File: config.mk
export PLATFORM = sky130hd
export DESIGN_NAME = cpu_control
export DESIGN_NICKNAME = d
export VERILOG_FILES = /design/src/rtl/cpu_control_pkg.sv /design/src/rtl/instr_decoder.sv /design/src/rtl/cpu_control.sv
export SDC_FILE = /design/constraint.sdc
export NUM_CORES = 1
export LEC_CHECK = 0
export CAP_MARGIN = 15
export CORE_UTILIZATION = 33
export DETAILED_ROUTE_END_ITERATION = 12
export HOLD_SLACK_MARGIN = 0.06
export PLACE_DENSITY = 0.71
export SLEW_MARGIN = 30
export SYNTH_ARGS = -nofsm -noshare
export SYNTH_HDL_FRONTEND = slang
export SYNTH_SLANG_ARGS = --single-unit
File: constraint.sdc
create_clock -name clk -period 8.4 [get_ports clk]
set_input_delay 1.26 -clock clk [delete_from_list [all_inputs] [get_ports clk]]
set_output_delay 1.26 -clock clk [all_outputs]
set_load 0.05 [all_outputs]
File: src/rtl/cpu_control_pkg.sv
// cpu_control_pkg: shared opcode, ALU op and FSM state encodings for the controller and its ALU.
package cpu_control_pkg;
  localparam logic [6:0] OPC_LUI = 7'b0110111;
  localparam logic [6:0] OPC_OPIMM = 7'b0010011;
  localparam logic [6:0] OPC_OP = 7'b0110011;
  localparam logic [31:0] ECALL = 32'h0000_0073;
  localparam logic [2:0] ALU_PASS = 3'b000;
  localparam logic [2:0] ALU_ADD = 3'b001;
  localparam logic [2:0] ALU_XOR = 3'b100;
  localparam logic [2:0] ALU_OR = 3'b110;
  localparam logic [2:0] ALU_AND = 3'b111;
  typedef enum logic [2:0] {S_IDLE, S_FETCH, S_DECODE, S_EXEC, S_WB, S_HALT} state_t;
  function automatic logic [3:0] f3_decode(input logic [2:0] f3);
    return f3 == 3'b000 ? {1'b1, ALU_ADD} :
           f3 == 3'b100 ? {1'b1, ALU_XOR} :
           f3 == 3'b110 ? {1'b1, ALU_OR} :
           f3 == 3'b111 ? {1'b1, ALU_AND} : {1'b0, ALU_PASS};
  endfunction
endpackage

File: src/rtl/instr_decoder.sv
// instr_decoder: classifies an instruction of the supported RISC-V subset and extracts ALU controls.
module instr_decoder
  import cpu_control_pkg::*;
(
  input  logic [31:0] instr,
  output logic        is_valid,
  output logic        is_ecall,
  output logic [2:0]  alu_op,
  output logic        use_imm,
  output logic        is_lui,
  output logic [31:0] imm,
  output logic [4:0]  rd
);
  logic       f3_ok;
  logic [2:0] f3_op;
  always_comb begin
    {f3_ok, f3_op} = f3_decode(instr[14:12]);
    is_lui = instr[6:0] == OPC_LUI;
    use_imm = instr[6:0] == OPC_OPIMM;
    is_ecall = instr == ECALL;
    is_valid = is_lui || (use_imm && f3_ok) || (instr[6:0] == OPC_OP && instr[31:25] == 7'b0 && f3_ok);
    alu_op = is_lui ? ALU_PASS : f3_op;
    imm = is_lui ? {instr[31:12], 12'b0} : {{20{instr[31]}}, instr[31:20]};
    rd = instr[11:7];
  end
endmodule

File: src/rtl/cpu_control.sv
// cpu_control: multi-cycle fetch/decode/execute/writeback controller owning the PC.
module cpu_control
  import cpu_control_pkg::*;
#(
  parameter int XLEN = 32,
  parameter logic [XLEN-1:0] RESET_PC = 32'h0000_0000
) (
  input  logic            clk,
  input  logic            rst,
  output logic            imem_req,
  output logic [XLEN-1:0] imem_addr,
  input  logic            imem_valid,
  input  logic [XLEN-1:0] imem_rdata,
  output logic [4:0]      rf_ra1,
  output logic [4:0]      rf_ra2,
  input  logic [XLEN-1:0] rf_rd1,
  input  logic [XLEN-1:0] rf_rd2,
  output logic [XLEN-1:0] alu_src_a,
  output logic [XLEN-1:0] alu_src_b,
  output logic [2:0]      alu_op,
  input  logic [XLEN-1:0] alu_res,
  output logic            rf_we,
  output logic [4:0]      rf_wa,
  output logic [XLEN-1:0] rf_wd,
  output logic            halted,
  output logic            illegal
);
  state_t          state;
  logic [XLEN-1:0] pc, instr, d_imm;
  logic            d_valid, d_is_ecall, d_use_imm, d_is_lui;
  logic [2:0]      d_alu_op;
  logic [4:0]      d_rd;
  instr_decoder u_dec (
    .instr(instr), .is_valid(d_valid), .is_ecall(d_is_ecall), .alu_op(d_alu_op),
    .use_imm(d_use_imm), .is_lui(d_is_lui), .imm(d_imm), .rd(d_rd)
  );
  // Outputs are registered one state ahead so they are stable for the whole owning state;
  // rf_wd doubles as the latched ALU result.
  always_ff @(posedge clk or posedge rst) begin
    if (rst) begin
      state <= S_IDLE;
      pc <= RESET_PC;
      instr <= '0;
      imem_req <= 1'b0;
      imem_addr <= RESET_PC;
      rf_ra1 <= '0;
      rf_ra2 <= '0;
      alu_src_a <= '0;
      alu_src_b <= '0;
      alu_op <= ALU_PASS;
      rf_we <= 1'b0;
      rf_wa <= '0;
      rf_wd <= '0;
      halted <= 1'b0;
      illegal <= 1'b0;
    end else begin
      case (state)
        S_IDLE: begin
          state <= S_FETCH;
          imem_req <= 1'b1;
          imem_addr <= pc;
        end
        S_FETCH: if (imem_valid) begin
          state <= S_DECODE;
          instr <= imem_rdata;
          rf_ra1 <= imem_rdata[19:15];
          rf_ra2 <= imem_rdata[24:20];
          imem_req <= 1'b0;
        end
        S_DECODE: if (d_valid) begin
          state <= S_EXEC;
          alu_src_a <= d_is_lui ? d_imm : rf_rd1;
          alu_src_b <= d_is_lui ? '0 : d_use_imm ? d_imm : rf_rd2;
          alu_op <= d_alu_op;
        end else begin
          state <= S_HALT;
          halted <= 1'b1;
          illegal <= !d_is_ecall;
        end
        S_EXEC: begin
          state <= S_WB;
          rf_we <= |d_rd;
          rf_wa <= d_rd;
          rf_wd <= alu_res;
        end
        S_WB: begin
          state <= S_FETCH;
          rf_we <= 1'b0;
          pc <= pc + XLEN'(4);
          imem_addr <= pc + XLEN'(4);
          imem_req <= 1'b1;
        end
        default: ;
      endcase
    end
  end
endmodule

-- Word-level counts from Yosys, hierarchy flattened
Index checks and enable logic that the tools add are counted.
- add/subtract/negate cells: 1
- equality and inequality tests: 12
- muxes and demuxes: 16
- bitwise logic cells: 1
- reductions and logical operators: 20
- operator list (operator ; number):
    $mux 32 ; 3
    $pmux 32 s2 ; 1
    $add 32x3->32 const B ; 1
    $eq 32x7->1 const B ; 1
    $mux 31 ; 1
    $mux 4 ; 4
    $eq 7x6->1 const B ; 2
    $eq 3x3->1 const B ; 4
    $pmux 3 s4 ; 1
    $reduce_and 2->1 ; 5
    $mux 3 ; 3
    $eq 7x5->1 const B ; 1
    $logic_not 7->1 ; 1
    $eq 3x2->1 const B ; 2
    $logic_not 3->1 ; 2
    $reduce_bool 2->1 ; 3
    $reduce_or 5->1 ; 1
    $pmux 1 s2 ; 2
    $reduce_bool 4->1 ; 1
    $eq 3x1->1 const B ; 1
    $logic_and 1x1->1 ; 3
    $logic_or 1x1->1 ; 2
    $ne 2x2->1 const B ; 1
    $reduce_or 2->1 ; 1
    3 further kinds ; 3
- bits in registers: 217
- input bits: 131
- word-level logic and storage cells: 65

-- Depth between registers and ports, before layout
Gate-level depths: netlist of the first run.
- depth after elaboration: 10
- depth in mapped cells: 7

-- Modules after synthesis
A second synthesis of the first run with hierarchy kept.
- cells, all modules: 897
- area total of the unflattened synthesis: 9365.2 µm²
- modules (own cells, without submodules) (module ; instances ; cells an instance ; area an instance (µm²) ; sequential area each (µm²)):
    cpu_control ; 1 ; 825 ; 8834.7 ; 5079.9
    instr_decoder ; 1 ; 72 ; 530.5 ; 0.0

-- Worst setup path after synthesis of the first run
Ideal clock, no wire load.
- kind: input to register
- from: in imem_valid
- to: reg instr[10]
- setup time: 0.125 ns
- arrival: 2.368 ns
- data required time: 8.275 ns
- path slack: 5.907 ns
- stages on the path: 4
- buffers on the path: 2
- path through: and3_1 clkbuf_1 buf_1 mux2_2
- word-level cells in the longest chain between the ends: 1
- ends and longest elaborated chain (what ; RTL line ; RTL):
    from (decl) ; cpu_control.sv:12 ; input logic imem_valid,
    $reduce_and 2->1 (no source line) ; n/a ;
    to (signal assigned) ; cpu_control.sv:65 ; instr <= imem_rdata;
    to (decl) ; cpu_control.sv:29 ; logic [XLEN-1:0] pc, instr, d_imm;
Every way passes these cells.
A chain may end at the register's enable or synchronous reset.

-- Worst setup path after layout of the first run
- from: reg rf_ra2[0]
- to: out rf_ra2[0]
- RTL lines (what ; RTL line ; RTL):
    from (decl) ; cpu_control.sv:15 ; output logic [4:0] rf_ra2,
    from (signal assigned) ; cpu_control.sv:67 ; rf_ra2 <= imem_rdata[24:20];
No word-level cell between the ends.

==> flow_summary.yaml, run 1 <==
status:
  status: "finished, final reports clean"
clock_tree:
  cts.repair.resized: 0
  cts_buffers: 23
  cts_tree: "yes"
  htreeDepth: 1
  clk_latency_ns: 0.50
  clk_pin_slew_ns: 0.06
  post_cts_buffers: 0
  clockBufferDepth: 3
  hold_buffers: 0
  numClockSinks: 203
  root_buffer: "clkbuf_16"
yosys:
  synth-seq-cells: 203
  avgSynthCellArea_sq_um: 12.29
  synth-seq-area-share_pct: 57.89
  netlist_instances: 714
  synth_edf_count: 0
  ys_warn_count: 0
  netlist_area_sq_um: 8775
  async_flop_share_pct: 100.0
  ys.flop_type: "dfrtp_1"
  synth_cell_type_count: 49
critical_path:
  path_depth: 1
  critPathLaunch: "rf_ra2[0]"
  r2r_start: "state[1]"
  slowest_delay_ns: 0.85
  worstSetupEndpoint: "rf_ra2[0]"
  ff2ff_path_depth: 5
  worst-path-buf-inv: 1
  path_class: "reg2out"
  endpoint_kind: "output pin"
  cp_slowest_cell: "clkdlybuf4s50_1"
  critPathTopFamily: "buffers and inverters"
  cp_max_fo: 5
  crit_chain: "clkdlybuf4s50_1"
  start_kind: "register"
  reg2reg_slack_ns: 5.69
  critPathRequiredTime_ns: 7.14
  worstPathArrival_ns: 1.82
  r2r_end: "alu_src_a[31]"
sta:
  rsz0062_at_grt: "no"
  fmax_ghz: 0.3251
  skew_ns: 0.008684
  hold_viol_final: 0
  fin_ws_ns: 5.324
  worstMarginPinSlew_ns: 0.8209
  setup_tns_ns: 0
  setup_viol: 0
  min_period_ns: 3.076
  drv_slew: 0
  post-route-period-util_pct: 36.62
  max_slew_margin_pct: 45.28
detailed_routing:
  drt_wl_total_microns: 24140
  ant_nets: 0
  drt-initial-drc-count: 388
  route.detailed.drc: 0
  dr.pass1.iters: 4
  num_vias: 6653
  wl_per_cell_microns: 18.22
  via_per_inst: 5.021
finish:
  drive_above_1_share_pct: 18.10
  final_common_cell: "clkdlybuf4s50_1"
  fin_nets: 1105
  final_cell_mix: "clkdlybuf4s50_1 (278), dfrtp_1 (203), mux2_2 (120)"
  area.growth.synth_to_final_pct: 44.23
floorplan:
  io_pins: 281
  die_x_microns: 165.1
  die_h_microns: 165.1
  core-area_sq_um: 26060
  fp-row-count: 59
  start_util_pct: 33.67
  dieArea_sq_um: 27250
run:
  max-cap-violations: 0
global_routing:
  grt_max_degree: 125
  antenna_found_initial: 2
  track_usage_pct: 17.69
  grt_pass1_wl_microns: 37560
  grt_pass1_vias: 6848
  gr-total-overflow: 0
place:
  place_ws_ns: 5.233
  portBuffers: 278
  hpwl_microns: 17010
  place_congestion: 0.7745
pwr:
  vdd_drop_max_mv: 0.3285
  pwr_density_cell_nw_per_um2: 344.3
  power.leakage_uw: 0.005243
worst_hold_path:
  min_path_type: "reg2reg"
==> how the worst min path moves through the flow <==
stage            from     end  slack, ns  depth (start not counted)
2_1_floorplan  pc[31]  pc[31]       0.47                          2
3_3_place_gp   halted  halted       0.45                          1
3_5_place_dp   halted  halted       0.46                          1
4_1_cts        halted  halted       0.47                          1
5_1_grt        halted  halted       0.50                          1
6_report       halted  halted       0.47                          1
==> sequential cells by signal (all words and copies together) (netlist names), 5 cells and up <==
name and flops:
imem_addr 30, rf_wd 32, pc 30, rf_wa 5, alu_src_a 32, instr 24, alu_src_b 32
==> layer usage <==
metal / share of wire [%] / wire, microns / GRT usage (%)
met4: 1.9 / 455 / 4.003
met3: 8.6 / 2073 / 6.244
met2: 48 / 11600 / 29.16
met5: 0.054 / 13 / 0
met1: 41 / 9993 / 22.15
==> stage by stage <==
stage	hold WS [ns]	power, uW	std cells	utilization [%]	area (sq um)
2_1_floorplan	0.4670	2692	715	-	8778
3_3_place_gp	0.4520	3281	1281	45.27	11800
3_5_place_dp	0.4557	3308	1282	45.33	11810
4_1_cts	0.4721	4395	1323	48.41	12610
5_1_grt	0.5028	4564	1324	48.56	12650
6_report	0.4661	4357	1325	48.57	12660
==> cells in the mapped netlist (all sizes together) (6+ instances only) <==
| cell type | count | area, sq um |
|---|---|---|
| clkbuf | 34 | 127.6 |
| nand4 | 16 | 100.1 |
| or2 | 6 | 37.54 |
| o21ai | 18 | 90.09 |
| mux2 | 120 | 1351 |
| xnor2 | 9 | 78.83 |
| a21oi | 6 | 30.03 |
| dfrtp | 203 | 5080 |
| o31ai | 10 | 75.07 |
| o2bb2ai | 34 | 297.8 |
| nor4 | 11 | 68.82 |
| or4 | 13 | 101.4 |
| buf | 19 | 120.1 |
| o211ai | 14 | 105.1 |
| nor3 | 9 | 45.04 |
| inv | 7 | 26.28 |
| nand2 | 47 | 176.4 |
| nand3 | 15 | 75.07 |
| mux2i | 14 | 140.1 |
| nor2 | 46 | 172.7 |
| a31oi | 14 | 87.58 |
==> cell families (layout without fill, tap and decap cells) <==
| kind of cell | Yosys count | in the layout | share of synthesized area (%) |
|---|---|---|---|
| AND/OR/NAND/NOR | 192 | 192 | 11.34 |
| XOR/XNOR | 13 | 13 | 1.298 |
| multiplexers | 134 | 134 | 17.00 |
| AO/OA/AOI/OAI | 110 | 110 | 9.169 |
| buffers and inverters | 60 | 334 | 3.123 |
| adder cells (fa/ha/maj) | 1 | 1 | 0.1426 |
| flip-flops | 203 | 203 | 57.89 |
| other | 1 | 3 | 0.04274 |
==> report_power, final <==
part / internal, uW / leakage, uW / total [uW] / switching [uW]
registers: 1260 / 0.00248 / 1490 / 236
clock network: 673 / 0.000398 / 1070 / 396
logic: 695 / 0.00236 / 1800 / 1100
total: 2630 / 0.00524 / 4360 / 1730
==> cell type report <==
type                    count  area, sq um
well taps                 335        419.2
diodes                      1        2.502
clock inverters            11        180.2
clock buffers              30        621.8
inverters                   7        33.78
flip-flops and latches    203         5080
repair buffers            286         2870
fillers                  2309        13400
multi-input cells         452         3448
No activity file was read; power rests on OpenSTA's default activity.
==> run 2: changes to the inputs <==
Settings changed: PLACE_DENSITY 0.71 to 0.74.
Clock period 8.4 ns to 2.6 ns, I/O delays scaled along.
==> flow_summary.yaml, run 2 (synthesis results as in run 1) <==
run:
  max-cap-violations: 0
detailed_routing:
  ant_nets: 0
  wl_per_cell_microns: 18.35
  via_per_inst: 5.011
  num_vias: 6770
  dr.pass1.iters: 4
  route.detailed.drc: 0
  drt_wl_total_microns: 24790
  drt-initial-drc-count: 436
critical_path:
  endpoint_kind: "register"
  ff2ff_path_depth: 4
  path_class: "reg2reg"
  start_kind: "register"
  cp_max_fo: 8
  worstPathArrival_ns: 2.67
  r2r_start: "state[0]"
  reg2reg_slack_ns: 0.36
  critPathRequiredTime_ns: 3.02
  r2r_end: "imem_addr[25]"
global_routing:
  grt_pass1_wl_microns: 38550
  grt_max_degree: 53
  gr-total-overflow: 0
  antenna_found_initial: 0
  grt_pass1_vias: 6971
  track_usage_pct: 18.18
clock_tree:
  root_buffer: "clkbuf_16"
  numClockSinks: 203
  cts.repair.resized: 0
  clk_latency_ns: 0.52
  post_cts_buffers: 0
  htreeDepth: 1
  clockBufferDepth: 3
  cts_tree: "yes"
  hold_buffers: 0
  cts_buffers: 24
  clk_pin_slew_ns: 0.06
finish:
  fill_cells: 2316
  final_common_cell: "clkdlybuf4s50_1"
  top_regs: "alu_src_a: 32 flops, alu_src_b: 32 flops, rf_wd: 32 flops"
  drive_above_1_share_pct: 20.18
  area.growth.synth_to_final_pct: 47.11
  fin_nets: 1130
  n_antenna_cell: 0
  final_cell_mix: "clkdlybuf4s50_1 (278), dfrtp_1 (203), mux2_2 (120)"
sta:
  hold_viol_final: 0
  setup_viol: 0
  fmax_ghz: 0.4460
  min_period_ns: 2.242
  skew_ns: 0.02123
  drv_slew: 0
  worstMarginPinSlew_ns: 0.6777
  max_slew_margin_pct: 54.73
  post-route-period-util_pct: 86.23
  rsz0062_at_grt: "no"
  fin_ws_ns: 0.3581
place:
  place_congestion: 0.7715
  hpwl_microns: 17850
  place_ws_ns: 0.3672
  portBuffers: 278
floorplan:
  core-area_sq_um: 26060
  dieArea_sq_um: 27250
  start_util_pct: 33.67
  fp-row-count: 59
  die_x_microns: 165.1
  die_h_microns: 165.1
  io_pins: 281
pwr:
  fin_total_pwr_uw: 14390
  vdd_drop_max_mv: 0.8130
  pwr_density_cell_nw_per_um2: 1115
  power.leakage_uw: 0.005384
status:
  status: "finished, final reports clean"
worst_hold_path:
  min_path_type: "in2async"
-- run 2: worst max-delay path: stages (launching register included) --
cell and delay (ns):
dfrtp_1 0.37, or3b_1 0.42, or4_1 0.67, or4_4 0.53
a31oi_1 0.18
-- run 2: metal layers --
layer  global-route usage, %  up-vias  share of wire (%)
li1                        -     3160                  -
met1                   23.06     3362                 42
met2                   30.49      217                 49
met3                   5.120       31                7.1
met4                   4.379        0                1.9
met5                       0        -                  0
-- run 2: worst max-delay path by stage --
stage                     startpoint       endpoint  cells after the start  slack (ns)
after floorplan                  rst      alu_op[0]                      1       -0.42
after global placement      state[0]  imem_addr[25]                      4        0.38
after detailed placement    state[0]  imem_addr[25]                      4        0.37
after CTS                  instr[24]      rf_ra2[4]                      1        0.35
after global routing       instr[28]  alu_src_a[17]                      5        0.18
final                       state[0]  imem_addr[25]                      4        0.36
-- run 2: metrics by stage --
| stage | setup TNS (ns) | utilization [%] | instances | instance area [sq um] | hold WS (ns) |
|---|---|---|---|---|---|
| after global placement | 0 | 46.19 | 1307 | 12040 | 0.4723 |
| after detailed placement | 0 | 46.19 | 1307 | 12040 | 0.4726 |
| after global routing | 0 | 49.54 | 1351 | 12910 | 0.3547 |
| final | 0 | 49.54 | 1351 | 12910 | 0.3252 |
| after CTS | 0 | 49.54 | 1351 | 12910 | 0.3292 |
| after floorplan | -85.32 | - | 715 | 8782 | 0.4670 |
-- run 2: layout make-up --
cell class | instances | area [sq um] | share of cell area, %
sequential | 203 | 5080 | 39.35
inverter | 7 | 30.03 | 0.2326
multi-input combinational | 452 | 3435 | 26.61
timing repair buffer | 310 | 3073 | 23.81
clock inverter | 9 | 160.2 | 1.241
tap | 335 | 419.2 | 3.247
clock buffer | 35 | 711.9 | 5.515
-- run 2: power breakdown --
part | leakage [uW] | internal [uW] | switching (uW)
sequential | 0.00248 | 4060 | 667
clock | 0.000430 | 2300 | 1310
combinational | 0.00247 | 2350 | 3700
total | 0.00538 | 8710 | 5680
==> run 3: changes to the inputs <==
Settings changed: PLACE_DENSITY 0.74 to not set, PLACE_DENSITY_LB_ADDON set to 0.3.
==> flow_summary.yaml, run 3 (synthesis results as in run 1) <==
finish:
  drive_above_1_share_pct: 19.94
  final_common_cell: "clkdlybuf4s50_1"
  final_cell_mix: "clkdlybuf4s50_1 (278), dfrtp_1 (203), mux2_2 (120)"
  top_regs: "alu_src_a: 32 flops, alu_src_b: 32 flops, rf_wd: 32 flops"
  fin_nets: 1127
  area.growth.synth_to_final_pct: 45.90
detailed_routing:
  wl_met2_microns: 11430
  wl_met3_microns: 2204
  route.detailed.drc: 0
  num_vias: 6678
  route.top_layer_used: "met4"
  drt_wl_total_microns: 24700
  wl_per_cell_microns: 18.30
  via_per_inst: 4.947
  drt-initial-drc-count: 331
  wl_met1_microns: 10320
  dr.pass1.iters: 4
  ant_nets: 0
critical_path:
  worstPathArrival_ns: 2.67
  cp_max_fo: 14
  endpoint_kind: "register"
  start_kind: "register"
  reg2reg_slack_ns: 0.36
  path_class: "reg2reg"
  critPathRequiredTime_ns: 3.03
run:
  max-cap-violations: 0
clock_tree:
  cts_tree: "yes"
  post_cts_buffers: 0
  clockBufferDepth: 3
  numClockSinks: 203
  cts_buffers: 24
  clk_latency_ns: 0.52
  cts.repair.resized: 0
  clk_pin_slew_ns: 0.06
  root_buffer: "clkbuf_16"
  hold_buffers: 0
  htreeDepth: 1
global_routing:
  grt_pass1_wl_microns: 38370
  antenna_found_initial: 3
  grt_pass1_vias: 6848
  grt_max_degree: 57
  track_usage_pct: 18.25
  gr-total-overflow: 0
worst_hold_path:
  min_path_type: "in2async"
sta:
  max_slew_margin_pct: 48.94
  hold_viol_final: 0
  drv_slew: 0
  fin_ws_ns: 0.3591
  rsz0062_at_grt: "no"
  worstMarginPinSlew_ns: 0.7659
  fmax_ghz: 0.4463
  skew_ns: 0.02204
  setup_viol: 0
  min_period_ns: 2.241
  post-route-period-util_pct: 86.19
pwr:
  switchingPower_uw: 5698
  power.leakage_uw: 0.005312
  pwr_density_cell_nw_per_um2: 1091
  seqPwrFrac_pct: 33.6
  power.internal_uw: 8274
  p_sw_share_pct: 40.78
  clockPowerShare_pct: 23.0
  comb_power_share_pct: 43.4
  fin_total_pwr_uw: 13970
  vdd_drop_max_mv: 0.8168
floorplan:
  core-area_sq_um: 26060
  start_util_pct: 33.67
  dieArea_sq_um: 27250
  die_x_microns: 165.1
  die_h_microns: 165.1
  io_pins: 281
  fp-row-count: 59
place:
  portBuffers: 278
  place_congestion: 0.8020
  hpwl_microns: 17730
  place_ws_ns: 0.3688
status:
  status: "finished, final reports clean"
run 3: cell types whose count changed in the layout (fill, tap and decap cells not counted), moves of 2 or more:
cell,delta
bufinv_16,-3
diode_2,+2
buf_4,-5
buf_12,+2
clkbuf_8,-6
clkinvlp_4,+4
clkinv_2,+4
run 3: final timing paths:
path                            startpoint            end  cells after the start
worst min register to register      halted         halted                      1
worst max-delay path                pc[14]  imem_addr[26]                      4
max in group asynchronous              rst  alu_src_a[18]                      3
worst max register to register      pc[14]  imem_addr[26]                      4
min in group clk                 rf_rd1[6]   alu_src_a[6]                      3
worst min-delay path                   rst       instr[4]                      2
run 3: through the flow:
step / TNS (ns) / cell area, sq um / util (%) / cells / hold WS [ns]
floorplan: -85.32 / 8782 / - / 715 / 0.4670
global placement: 0 / 12040 / 46.21 / 1304 / 0.4548
detailed placement: 0 / 12040 / 46.21 / 1304 / 0.4601
CTS: 0 / 12800 / 49.11 / 1348 / 0.2212
global route: 0 / 12800 / 49.12 / 1349 / 0.2445
finish: 0 / 12800 / 49.13 / 1350 / 0.2146
run 3: final cells by class:
cell class	instances	area (sq um)
Fill cell	2367	13260
Sequential cell	203	5080
Multi-Input combinational cell	452	3437
Timing Repair Buffer	307	3075
Clock buffer	30	633.1
Tap cell	335	419.2
Clock inverter	14	122.6
Inverter	7	30.03
Antenna cell	2	5.005
run 3: per-layer routing:
layer / vias to the layer above / GRT usage (%)
li1: 3158 / -
met1: 3267 / 22.78
met2: 214 / 28.89
met3: 39 / 6.968
met4: 0 / 6.005
met5: - / 0
run 3: critical path: stages (launching register included):
cell and delay (ns):
dfrtp_1 0.45, nand4_1 0.15, or4_1 0.77, or4_1 0.60, a31oi_1 0.19
run 3: power by group through the flow:
| stage | Sequential (uW) | Clock [uW] | Combinational [uW] |
|---|---|---|---|
| after floorplan | 6640 | 0 | 2060 |
| after global placement | 4720 | 0 | 6060 |
| after detailed placement | 4750 | 0 | 6100 |
| after CTS | 4700 | 3310 | 6120 |
| after global routing | 4830 | 3420 | 6400 |
| final | 4690 | 3220 | 6060 |
